[config.mk]
export PLATFORM = sky130hd
export DESIGN_NAME = scan_reg_bank
export DESIGN_NICKNAME = d
export VERILOG_FILES = /design/src/rtl/scan_reg_pkg.sv /design/src/rtl/scan_seg.sv /design/src/rtl/scan_reg_bank.sv
export SDC_FILE = /design/constraint.sdc
export NUM_CORES = 1
export LEC_CHECK = 0
export ABC_AREA = 1
export BUFFER_PORTS_ARGS = -buffer_cell sky130_fd_sc_hd__buf_2
export CORE_MARGIN = 1
export CORE_UTILIZATION = 49
export CTS_CLUSTER_SIZE = 30
export DETAILED_ROUTE_END_ITERATION = 10
export PLACE_DENSITY = 0.83
export SYNTH_ARGS = -nofsm -noshare
export SYNTH_HDL_FRONTEND = slang
export SYNTH_SLANG_ARGS = --single-unit
[constraint.sdc]
create_clock -name CLK -period 2.3 [get_ports CLK]
set_input_delay 0.115 -clock CLK [delete_from_list [all_inputs] [get_ports CLK]]
set_output_delay 0.115 -clock CLK [all_outputs]
set_load 0.1 [all_outputs]
[src/rtl/scan_reg_pkg.sv]
// -----------------------------------------------------------------------------
// scan_reg_pkg
// Shared types and helpers for the scannable register bank.
//   state_e : auto-shift controller states (IDLE, SHIFT, DONE)
//   cnt_w() : auto-shift counter width for a given segment length,
//             max(1, $clog2(len)) so a 1-bit segment still gets a counter bit
// -----------------------------------------------------------------------------
package scan_reg_pkg;

    typedef enum logic [1:0] {
        IDLE  = 2'd0,
        SHIFT = 2'd1,
        DONE  = 2'd2
    } state_e;

    function automatic int cnt_w(input int len);
        int w;
        w = $clog2(len);
        if (w < 1) begin
            w = 1;
        end else begin
            w = w;
        end
        return w;
    endfunction

endpackage : scan_reg_pkg

[src/rtl/scan_seg.sv]
// -----------------------------------------------------------------------------
// scan_seg
// One LEN-bit scan segment of the register bank.
//   clk_i     : clock, posedge
//   rst_i     : asynchronous active-high reset, loads rst_val_i
//   shift_i   : shift one bit toward the LSB, si_i enters at the MSB
//   load_i    : functional parallel load of d_i (shift has priority)
//   d_i       : functional data slice
//   si_i      : scan input bit
//   rst_val_i : reset value for this slice
//   q_o       : segment contents
//   so_o      : scan output, the LSB (exits first)
// -----------------------------------------------------------------------------
module scan_seg #(
    parameter int LEN = 4
) (
    input  logic           clk_i,
    input  logic           rst_i,
    input  logic           shift_i,
    input  logic           load_i,
    input  logic [LEN-1:0] d_i,
    input  logic           si_i,
    input  logic [LEN-1:0] rst_val_i,
    output logic [LEN-1:0] q_o,
    output logic           so_o
);

    logic [LEN-1:0] q_q;
    logic [LEN-1:0] q_d;
    logic [LEN-1:0] shifted_s;

    // A single-bit segment simply takes the scan input on a shift.
    generate
        if (LEN == 1) begin : g_len1
            assign shifted_s = si_i;
        end else begin : g_lenn
            assign shifted_s = {si_i, q_q[LEN-1:1]};
        end
    endgenerate

    // Next-state selection: shift beats load beats hold.
    always_comb begin
        q_d = q_q;
        if (shift_i) begin
            q_d = shifted_s;
        end else if (load_i) begin
            q_d = d_i;
        end else begin
            q_d = q_q;
        end
    end

    // Segment storage with asynchronous reset to the supplied value.
    always_ff @(posedge clk_i or posedge rst_i) begin
        if (rst_i) begin
            q_q <= rst_val_i;
        end else begin
            q_q <= q_d;
        end
    end

    assign q_o  = q_q;
    assign so_o = q_q[0];

endmodule : scan_seg

[src/rtl/scan_reg_bank.sv]
// -----------------------------------------------------------------------------
// scan_reg_bank
// WIDTH-bit scannable register bank split into CHAINS segments of
// LEN = WIDTH/CHAINS bits, with an auto-shift controller that shifts a full
// segment length after one SHIFT_START pulse.
//   CLK         : clock, posedge
//   RST         : asynchronous active-high reset
//   D / EN      : functional data and load enable
//   SE / SI     : manual scan enable, scan input (one bit per segment)
//   SO          : scan output, SO[k] = Q[k*LEN]
//   SHIFT_START : start an auto-shift of LEN cycles (ignored unless IDLE)
//   SHIFT_BUSY  : high while auto-shift is in progress
//   SHIFT_DONE  : one-cycle pulse after the last auto-shift
//   Q / QN      : register contents and their complement
// -----------------------------------------------------------------------------
module scan_reg_bank
    import scan_reg_pkg::*;
#(
    parameter int               WIDTH   = 16,
    parameter int               CHAINS  = 1,
    parameter logic [WIDTH-1:0] RST_VAL = '0
) (
    input  logic              CLK,
    input  logic              RST,
    input  logic [WIDTH-1:0]  D,
    input  logic              EN,
    input  logic              SE,
    input  logic [CHAINS-1:0] SI,
    output logic [CHAINS-1:0] SO,
    input  logic              SHIFT_START,
    output logic              SHIFT_BUSY,
    output logic              SHIFT_DONE,
    output logic [WIDTH-1:0]  Q,
    output logic [WIDTH-1:0]  QN
);

    localparam int LEN = WIDTH / CHAINS;
    localparam int CW  = cnt_w(LEN);

    state_e        state_q;
    logic [CW-1:0] cnt_q;
    logic          busy_q;
    logic          done_q;

    logic          shift_s;
    logic          load_s;
    logic [WIDTH-1:0] q_s;

    // An auto-shift in progress overrides SE and EN entirely.
    assign shift_s = (state_q == SHIFT) || SE;
    assign load_s  = EN && !shift_s;

    // Auto-shift controller: start, count LEN shifts, one-cycle DONE.
    always_ff @(posedge CLK or posedge RST) begin
        if (RST) begin
            state_q <= IDLE;
            cnt_q   <= {CW{1'b0}};
            busy_q  <= 1'b0;
            done_q  <= 1'b0;
        end else begin
            case (state_q)
                IDLE: begin
                    if (SHIFT_START) begin
                        state_q <= SHIFT;
                        cnt_q   <= CW'(LEN - 1);
                        busy_q  <= 1'b1;
                        done_q  <= 1'b0;
                    end else begin
                        state_q <= IDLE;
                        cnt_q   <= cnt_q;
                        busy_q  <= 1'b0;
                        done_q  <= 1'b0;
                    end
                end
                SHIFT: begin
                    // The edge that sees cnt_q == 0 performs the last shift.
                    if (cnt_q == {CW{1'b0}}) begin
                        state_q <= DONE;
                        cnt_q   <= cnt_q;
                        busy_q  <= 1'b0;
                        done_q  <= 1'b1;
                    end else begin
                        state_q <= SHIFT;
                        cnt_q   <= cnt_q - CW'(1);
                        busy_q  <= 1'b1;
                        done_q  <= 1'b0;
                    end
                end
                DONE: begin
                    state_q <= IDLE;
                    cnt_q   <= cnt_q;
                    busy_q  <= 1'b0;
                    done_q  <= 1'b0;
                end
                default: begin
                    state_q <= IDLE;
                    cnt_q   <= {CW{1'b0}};
                    busy_q  <= 1'b0;
                    done_q  <= 1'b0;
                end
            endcase
        end
    end

    // One segment per chain; all segments shift together.
    generate
        for (genvar k = 0; k < CHAINS; k++) begin : g_seg
            scan_seg #(
                .LEN(LEN)
            ) u_seg (
                .clk_i    (CLK),
                .rst_i    (RST),
                .shift_i  (shift_s),
                .load_i   (load_s),
                .d_i      (D[k*LEN +: LEN]),
                .si_i     (SI[k]),
                .rst_val_i(RST_VAL[k*LEN +: LEN]),
                .q_o      (q_s[k*LEN +: LEN]),
                .so_o     (SO[k])
            );
        end
    endgenerate

    assign Q          = q_s;
    assign QN         = ~q_s;
    assign SHIFT_BUSY = busy_q;
    assign SHIFT_DONE = done_q;

endmodule : scan_reg_bank

==> Word level (Yosys, flattened, before mapping) <==
Cells that the tools add are included.
{ "word_totals": {"register_bits": 24, "inputBits": 22, "word_cells": 32} }
{ "classes": {"addsub": 1, "n_eq_ne": 4, "mux": 13, "n_bitwise": 2, "reduce_logical": 7} }
{ "ops": {"columns": ["op", "n"], "rows": [
  ["$mux W16", 2],
  ["$not A16 Y16", 1],
  ["$pmux W4 S3", 1],
  ["$mux W4", 2],
  ["$mux W1", 5],
  ["$logic_not A4 Y1", 1],
  ["$ne A2 B2 Y1 const B", 2],
  ["$pmux W2 S2", 1],
  ["$sub A4 B1 Y4 const B", 1],
  ["$reduce_and A3 Y1", 1],
  ["$eq A2 B1 Y1 const B", 1],
  ["$eq A2 B2 Y1 const B", 1],
  ["$logic_not A2 Y1", 1],
  ["$mux W2", 1],
  ["$pmux W1 S2", 1],
  ["$reduce_bool A2 Y1", 1],
  ["$logic_and A1 B1 Y1", 1],
  ["$logic_not A1 Y1", 1],
  ["$logic_or A1 B1 Y1", 1],
  ["$not A1 Y1", 1]
]} }

==> Depth between registers and ports, before layout <==
Gate-level depths: netlist of run 1.
{ "depth": {"ltp_word": 6, "mapped_depth": 7, "depth_no_buf": 7} }

==> Worst setup path after synthesis of run 1 <==
OpenSTA, ideal clock, no wires.
{ "synth_timing": {"path_kind": "register to register", "start": "register, netlist name SHIFT_DONE", "end": "register g_seg[0].u_seg.q_q[10]", "setup_time_ns": 0.069, "arrival_ns": 1.793, "path_slack_ns": 0.438, "path_stages_with_launch": 8, "n_path_buf": 1, "period_less_slack_ns": 1.862, "path_cell_list": "dfrtp_1 -> inv_1 -> nand2_4 -> nand2_8 -> nor2_8 -> buf_8 -> nand2_2 -> nand3_2"} }
{ "synth_rtl": {"columns": ["element", "line_no", "source"], "rows": [
  ["end signal, assigned", "scan_seg.sv:56", "q_q <= rst_val_i;"],
  ["end signal, assigned", "scan_seg.sv:58", "q_q <= q_d;"],
  ["end, declared", "scan_seg.sv:28", "logic [LEN-1:0] q_q;"]
]} }

==> flow_summary.ini, run 1 <==
[worst_hold_path]
hold_class = input pin to register
hp-start = SI

[critical_path]
crit_arrival_ns = 1.28
critical_path_required_ns = 2.18
reg2reg_from = cnt_q[0]
crit_path_end_kind = output port
critPathMaxFanout = 6
path_buf_inv = 1
crit_type = register to output port
critical_path.top_delay_family = flip-flops
critical-path-max-stage-delay_ns = 0.50
worstPathCellList = buf_2
critical_path.slowest_cell = dfrtp_1
worstSetupStartpoint = state_q[0]
worst_setup_path_start_kind = register

[grt]
grt_use_total_pct = 22.5
grt_pass1_vias = 1079
grt_pass1_wl_mm = 4.60
antenna_found_initial = 0
overflow = 0
grt_max_degree = 23

[drt]
routed_wl_mm = 2.75
vias = 1140
wl_per_cell_um = 11.8
antenna_left = 0
drtPass1Iterations = 4
drt-initial-drc-count = 19
drc_errors = 0
viasPerCell = 4.89

[finish]
area_delta_synth_final_pct = 23.9
n_antenna_cell = 0
layout.nets = 230
drive_above_1_share_pct = 40.5
final_core_util_pct = 66.8
mostFrequentLayoutCell = buf_2
num-fill-cells = 196
final_cell_mix = buf_2, nand2_1, nand3_1

[yosys]
syn_area_mm2 = 0.00124
synth_cell_types = 19
synthCells = 151
synth_nets = 174
postSynthAreaPerCell_um2 = 8.20
synth_top_area_share_pct = 44.4
synth.yosys.seq_area_share_pct = 44.4
yosysTopAreaCell = dfrtp_1
synth_edf_count = 0
ys_top_cells_by_area = dfrtp_1, nand2_1, nand3_1
ys_ff_latch = 22
async_flop_share_pct = 100
ys_warn_count = 0
ys.flop_type = dfrtp_1

[place]
hpwl_mm = 2.09
gp_congestion = 0.748
port_buffers = 56

[clocking]
clkLatencyLatePin_ns = 0.30
cts.clk_slew.worst_paths_ns = 0.12
h-tree-depth = 1
clockRootBuffer = clkbuf_4
cts_resized = 0
cts_setup_buffers = 0
cts_buffers = 3
cts.sinks = 22
cts-hold-fix-buffers = 1
cts_tree = yes
cts.path.max_buffers = 2

[floorplanning]
rows = 17
dieArea_mm2 = 0.00273
ioPinCount = 57
core_mm2 = 0.00230
die_h_um = 52.3
fp.dieW_um = 52.3
initial_core_util_pct = 53.9

[timing]
slew_violations = 0
finalHoldViolations = 0
setup_viol = 0
max_freq_mhz = 716
grt_setup_unrepaired = no
post-route-period-util_pct = 60.7
clock_skew_ns = 0.00545
setup_tns_ns = 0
relSlewSlack_pct = 44.7
fin_crit_ns = 1.40
worstMarginPinSlew_ns = 0.829

[flow_run]
maxCapViolCount = 0

[status]
status = finished clean
path summary, 6_finish.rpt:
check                                          to  slack [ns]  cells after the start
max in group asynchronous  g_seg[0].u_seg.q_o[10]        1.28                      3
min in group asynchronous  g_seg[0].u_seg.q_o[15]        0.50                      3
min                        g_seg[0].u_seg.q_o[15]        0.03                      3
max                                    SHIFT_BUSY        0.90                      1
min reg2reg                              cnt_q[1]        0.53                      2
max reg2reg                              cnt_q[3]        0.95                      6
per-layer routing:
layer | up-vias | routed length [um] | GRT usage (%)
li1 | 577 | - | -
met1 | 519 | 1150 | 27.6
met2 | 42 | 1420 | 38.6
met3 | 2 | 151 | 3.19
met4 | 0 | 17 | 10.1
met5 | - | 0 | 0
metrics by stage:
| step | cells | cell area (um2) | setup slack (ns) | hold slack [ns] |
|---|---|---|---|---|
| final | 233 | 1540 | 0.904 | 0.0256 |
| after global routing | 233 | 1540 | 0.853 | 0.0503 |
| after CTS | 233 | 1540 | 0.891 | 0.0204 |
| after floorplan | 151 | 1240 | 0.438 | 0.104 |
| after global placement | 229 | 1500 | 1.08 | 0.323 |
| after detailed placement | 229 | 1500 | 0.994 | 0.320 |
Yosys cell counts (2+ instances only):
library cell / count
buf_4: 2
nor2_1: 2
buf_2: 2
nand3_2: 10
inv_1: 25
nand2_1: 42
dfrtp_1: 22
nand3_1: 26
nand2_2: 10
layout make-up:
class | count | area [um2] | share of cell area (%)
inverter | 26 | 100 | 6.52
tap | 28 | 35.0 | 2.28
timing repair buffer | 57 | 290 | 18.9
multi-input combinational | 97 | 537 | 35.0
sequential | 22 | 551 | 35.9
clock buffer | 3 | 22.5 | 1.47
flip-flops by register name, indices dropped and copies added (netlist names):
signal,count
g_seg.u_seg.q_o,16
cnt_q,4
SHIFT_DONE,1
state_q,1
cell families after synthesis:
family	synth area share, %
simple gates	41.1
buf+inv	12.2
flops	44.4
compound gates	1.21
fa+ha+maj	1.01
Power of run 1 is not shown: default switching activity piles up to over one toggle a cycle in this logic, so the estimate is an artifact.
==> inputs of run 2 (changes only) <==
--- a/config.mk
+++ b/config.mk
@@ -8,10 +8,10 @@
 export ABC_AREA = 1
 export BUFFER_PORTS_ARGS = -buffer_cell sky130_fd_sc_hd__buf_2
 export CORE_MARGIN = 1
-export CORE_UTILIZATION = 49
+export CORE_UTILIZATION = 41
 export CTS_CLUSTER_SIZE = 30
 export DETAILED_ROUTE_END_ITERATION = 10
-export PLACE_DENSITY = 0.83
+export PLACE_DENSITY = 0.74
 export SYNTH_ARGS = -nofsm -noshare
 export SYNTH_HDL_FRONTEND = slang
 export SYNTH_SLANG_ARGS = --single-unit
==> constraint.sdc (replaced) <==
create_clock -name CLK -period 1.2 [get_ports CLK]
set_input_delay 0.06 -clock CLK [delete_from_list [all_inputs] [get_ports CLK]]
set_output_delay 0.06 -clock CLK [all_outputs]
set_load 0.1 [all_outputs]
==> run 2 against run 1 <==
The run now fails in 5_1_grt. Synthesized area unchanged. Synthesized cell count unchanged.
==> flow_summary.ini, run 2 <==
[yosys]
synth_edf_count = 0
synth_most_common_cell = nand2_1
ys_top_cells_by_area = dfrtp_1, nand2_1, nand3_1
ys_warn_count = 0
postSynthAreaPerCell_um2 = 8.20
synth_top_area_share_pct = 44.4
ys.flop_type = dfrtp_1
synth_nets = 174
ys_ff_latch = 22
syn_area_mm2 = 0.00124
async_flop_share_pct = 100
synthCells = 151
synth_cell_types = 19
synth.yosys.seq_area_share_pct = 44.4
yosysTopAreaCell = dfrtp_1
synthTopCellsByCount = nand2_1, nand3_1, inv_1

[floorplanning]
fp.dieW_um = 57.0
initial_core_util_pct = 44.2
ioPinCount = 57
die_h_um = 57.0
rows = 19

[status]
haltStage = 5_1_grt
error = [ERROR DPL-0033] detailed placement checks failed during check placement.
status = aborted with a tool error

[place]
port_buffers = 56
gp_congestion = 0.737
hpwl_mm = 2.56
pre_cts_slack_ns = -0.0697

[grt]
antenna_found_initial = 1
grt_max_degree = 23

[clocking]
cts_buffers = 3
cts.sinks = 22
clockRootBuffer = clkbuf_4
cts.path.max_buffers = 2
h-tree-depth = 1

[timing]
worst_path_end_type = primary output
postGrtWorstEndpoint = SHIFT_BUSY
## run 2: cell counts after synthesis
Identical to the previous run, type by type.
## run 2: repair_timing
action	in CTS
endpoints found under the setup margin	12
hold buffers	11
endpoints found under the hold margin	31
buffers inserted	4
pin swaps	2
resized for setup	4
## run 2: cells by family after synthesis
logic type,Yosys count,synth area share (%)
simple gates,93,41.1
buf+inv,32,12.2
flops,22,44.4
compound gates,3,1.21
fa+ha+maj,1,1.01
## run 2: stage by stage
step / utilization, % / instance area (um2) / hold WS [ns] / cells / TNS [ns]
3_5_place_dp: 79.8 / 2240 / 0.119 / 235 / -0.229
3_3_place_gp: 79.8 / 2240 / 0.102 / 235 / 0
2_1_floorplan: - / 1430 / 0.0496 / 151 / -1.42
4_1_cts: 87.3 / 2450 / 0.00107 / 254 / 0
==> inputs of run 3 (changes only) <==
--- a/config.mk
+++ b/config.mk
@@ -7,11 +7,10 @@
 export LEC_CHECK = 0
 export ABC_AREA = 1
 export BUFFER_PORTS_ARGS = -buffer_cell sky130_fd_sc_hd__buf_2
-export CORE_MARGIN = 1
-export CORE_UTILIZATION = 41
-export CTS_CLUSTER_SIZE = 30
+export CORE_AREA = 2 2 63 65
 export DETAILED_ROUTE_END_ITERATION = 10
-export PLACE_DENSITY = 0.74
+export DIE_AREA = 0 0 65 67
+export PLACE_DENSITY_LB_ADDON = 0.15
 export SYNTH_ARGS = -nofsm -noshare
 export SYNTH_HDL_FRONTEND = slang
 export SYNTH_SLANG_ARGS = --single-unit
==> constraint.sdc (replaced) <==
create_clock -name CLK -period 1.6 [get_ports CLK]
set_input_delay 0.08 -clock CLK [delete_from_list [all_inputs] [get_ports CLK]]
set_output_delay 0.08 -clock CLK [all_outputs]
set_load 0.1 [all_outputs]
==> run 3 against run 2 <==
The run now ends clean.
==> flow_summary.ini, run 3 (synthesized netlist as in run 1, its figures left out) <==
[status]
status = finished clean

[critical_path]
rrSetupSlack_ns = 0.29
worstRegToRegCells = 6
crit_arrival_ns = 1.51
reg2reg_from = cnt_q[0]
critical-path-max-stage-delay_ns = 0.39
critical_path.slowest_cell = dfrtp_1
worst_setup_path_start_kind = register
worstPathCellList = inv_1 -> ha_1 -> nand3_1 -> o21ai_1 -> nand2_1 -> nand2_1
critical_path_required_ns = 1.80
crit_type = register to register
crit_path_end_kind = register
rr_endpoint = cnt_q[1]
cpMostUsedCell = nand2_1
critPathMaxFanout = 4

[drt]
antenna_left = 0
viasPerCell = 4.38
drc_errors = 0
drt-initial-drc-count = 56
drtPass1Iterations = 4
vias = 1116
wl_per_cell_um = 11.2
routed_wl_mm = 2.86

[finish]
area_delta_synth_final_pct = 35.9
mostFrequentLayoutCell = buf_2
n_antenna_cell = 0
final_cell_mix = buf_2, nand2_1, nand3_1
drive_above_1_share_pct = 57.5
layout.nets = 231
final_core_util_pct = 46.7
largest_reg_flops = 16

[clocking]
cts.path.max_buffers = 2
h-tree-depth = 1
cts.clk_slew.worst_paths_ns = 0.08
cts_tree = yes
cts_buffers = 3
cts_resized = 0
clkLatencyLatePin_ns = 0.26
cts-hold-fix-buffers = 1
cts.sinks = 22
clockRootBuffer = clkbuf_8
cts_setup_buffers = 0

[worst_hold_path]
whs_path_depth = 3
hp-start = D[3]
hold-path-endpoint = g_seg[0].u_seg.q_o[3]
hold_class = input pin to register

[place]
port_buffers = 56
hpwl_mm = 2.14
gp_congestion = 0.840

[timing]
max_freq_mhz = 763
relSlewSlack_pct = 67.7
setup_tns_ns = 0
fin_crit_ns = 1.31
clock_skew_ns = 0.00547
setup_viol = 0
slew_violations = 0
post-route-period-util_pct = 81.9
worstMarginPinSlew_ns = 0.488
grt_setup_unrepaired = no
finalHoldViolations = 0

[floorplanning]
dieArea_mm2 = 0.00436
rows = 22
core_mm2 = 0.00361
die_h_um = 67
ioPinCount = 57
initial_core_util_pct = 34.4
fp.dieW_um = 65

[grt]
antenna_found_initial = 0
grt_use_met2_pct = 23.5
grt_max_degree = 23
grt_use_total_pct = 14.3
grt_util_met1_pct = 18.8
overflow = 0
grt_util_met3_pct = 2.70
grt_pass1_wl_mm = 4.77
grt_pass1_vias = 1024
busiest_layer = met2

[flow_run]
maxCapViolCount = 0
run 3: layer usage:
layer / up-vias / share of wire [%] / routed length (um)
li1: 575 / - / -
met1: 505 / 46 / 1310
met2: 34 / 47 / 1360
met3: 2 / 6.6 / 188
met4: 0 / 0.45 / 13
met5: - / 0 / 0
run 3: through the flow:
step / instance area [um2] / setup slack, ns / std cells / hold slack [ns]
3_3_place_gp: 1620 / 0.348 / 250 / 0.140
6_report: 1680 / 0.289 / 255 / 0.0544
3_5_place_dp: 1620 / 0.301 / 250 / 0.138
2_1_floorplan: 1320 / 0.0760 / 151 / 0.0680
4_1_cts: 1680 / 0.278 / 255 / 0.0512
5_1_grt: 1680 / 0.122 / 255 / 0.0544
run 3: how the worst max path moves through the flow:
stage | from | end | slack, ns | cells past startpoint
final | cnt_q[0] | cnt_q[1] | 0.29 | 6
after global routing | cnt_q[0] | cnt_q[1] | 0.12 | 6
after CTS | cnt_q[0] | cnt_q[1] | 0.28 | 6
after detailed placement | cnt_q[0] | cnt_q[1] | 0.30 | 6
after global placement | state_q[0] | g_seg[0].u_seg.q_o[14] | 0.35 | 5
after floorplan | SHIFT_DONE | g_seg[0].u_seg.q_o[10] | 0.08 | 7
run 3: final cells by class:
| class | count | area (um2) |
|---|---|---|
| inverters | 26 | 160 |
| flip-flops and latches | 22 | 573 |
| fillers | 374 | 1920 |
| well taps | 48 | 60.1 |
| repair buffers | 58 | 298 |
| clock buffers | 4 | 55.1 |
| multi-input cells | 97 | 537 |
run 3: worst max-delay path: cells and delay by family (launching register included):
kind / cells / cell delay (ns)
flops: 1 / 0.39
simple gates: 3 / 0.30
compound gates: 1 / 0.28
fa+ha+maj: 1 / 0.19
buf+inv: 1 / 0.09
Power of run 3 is left out for the same reason.
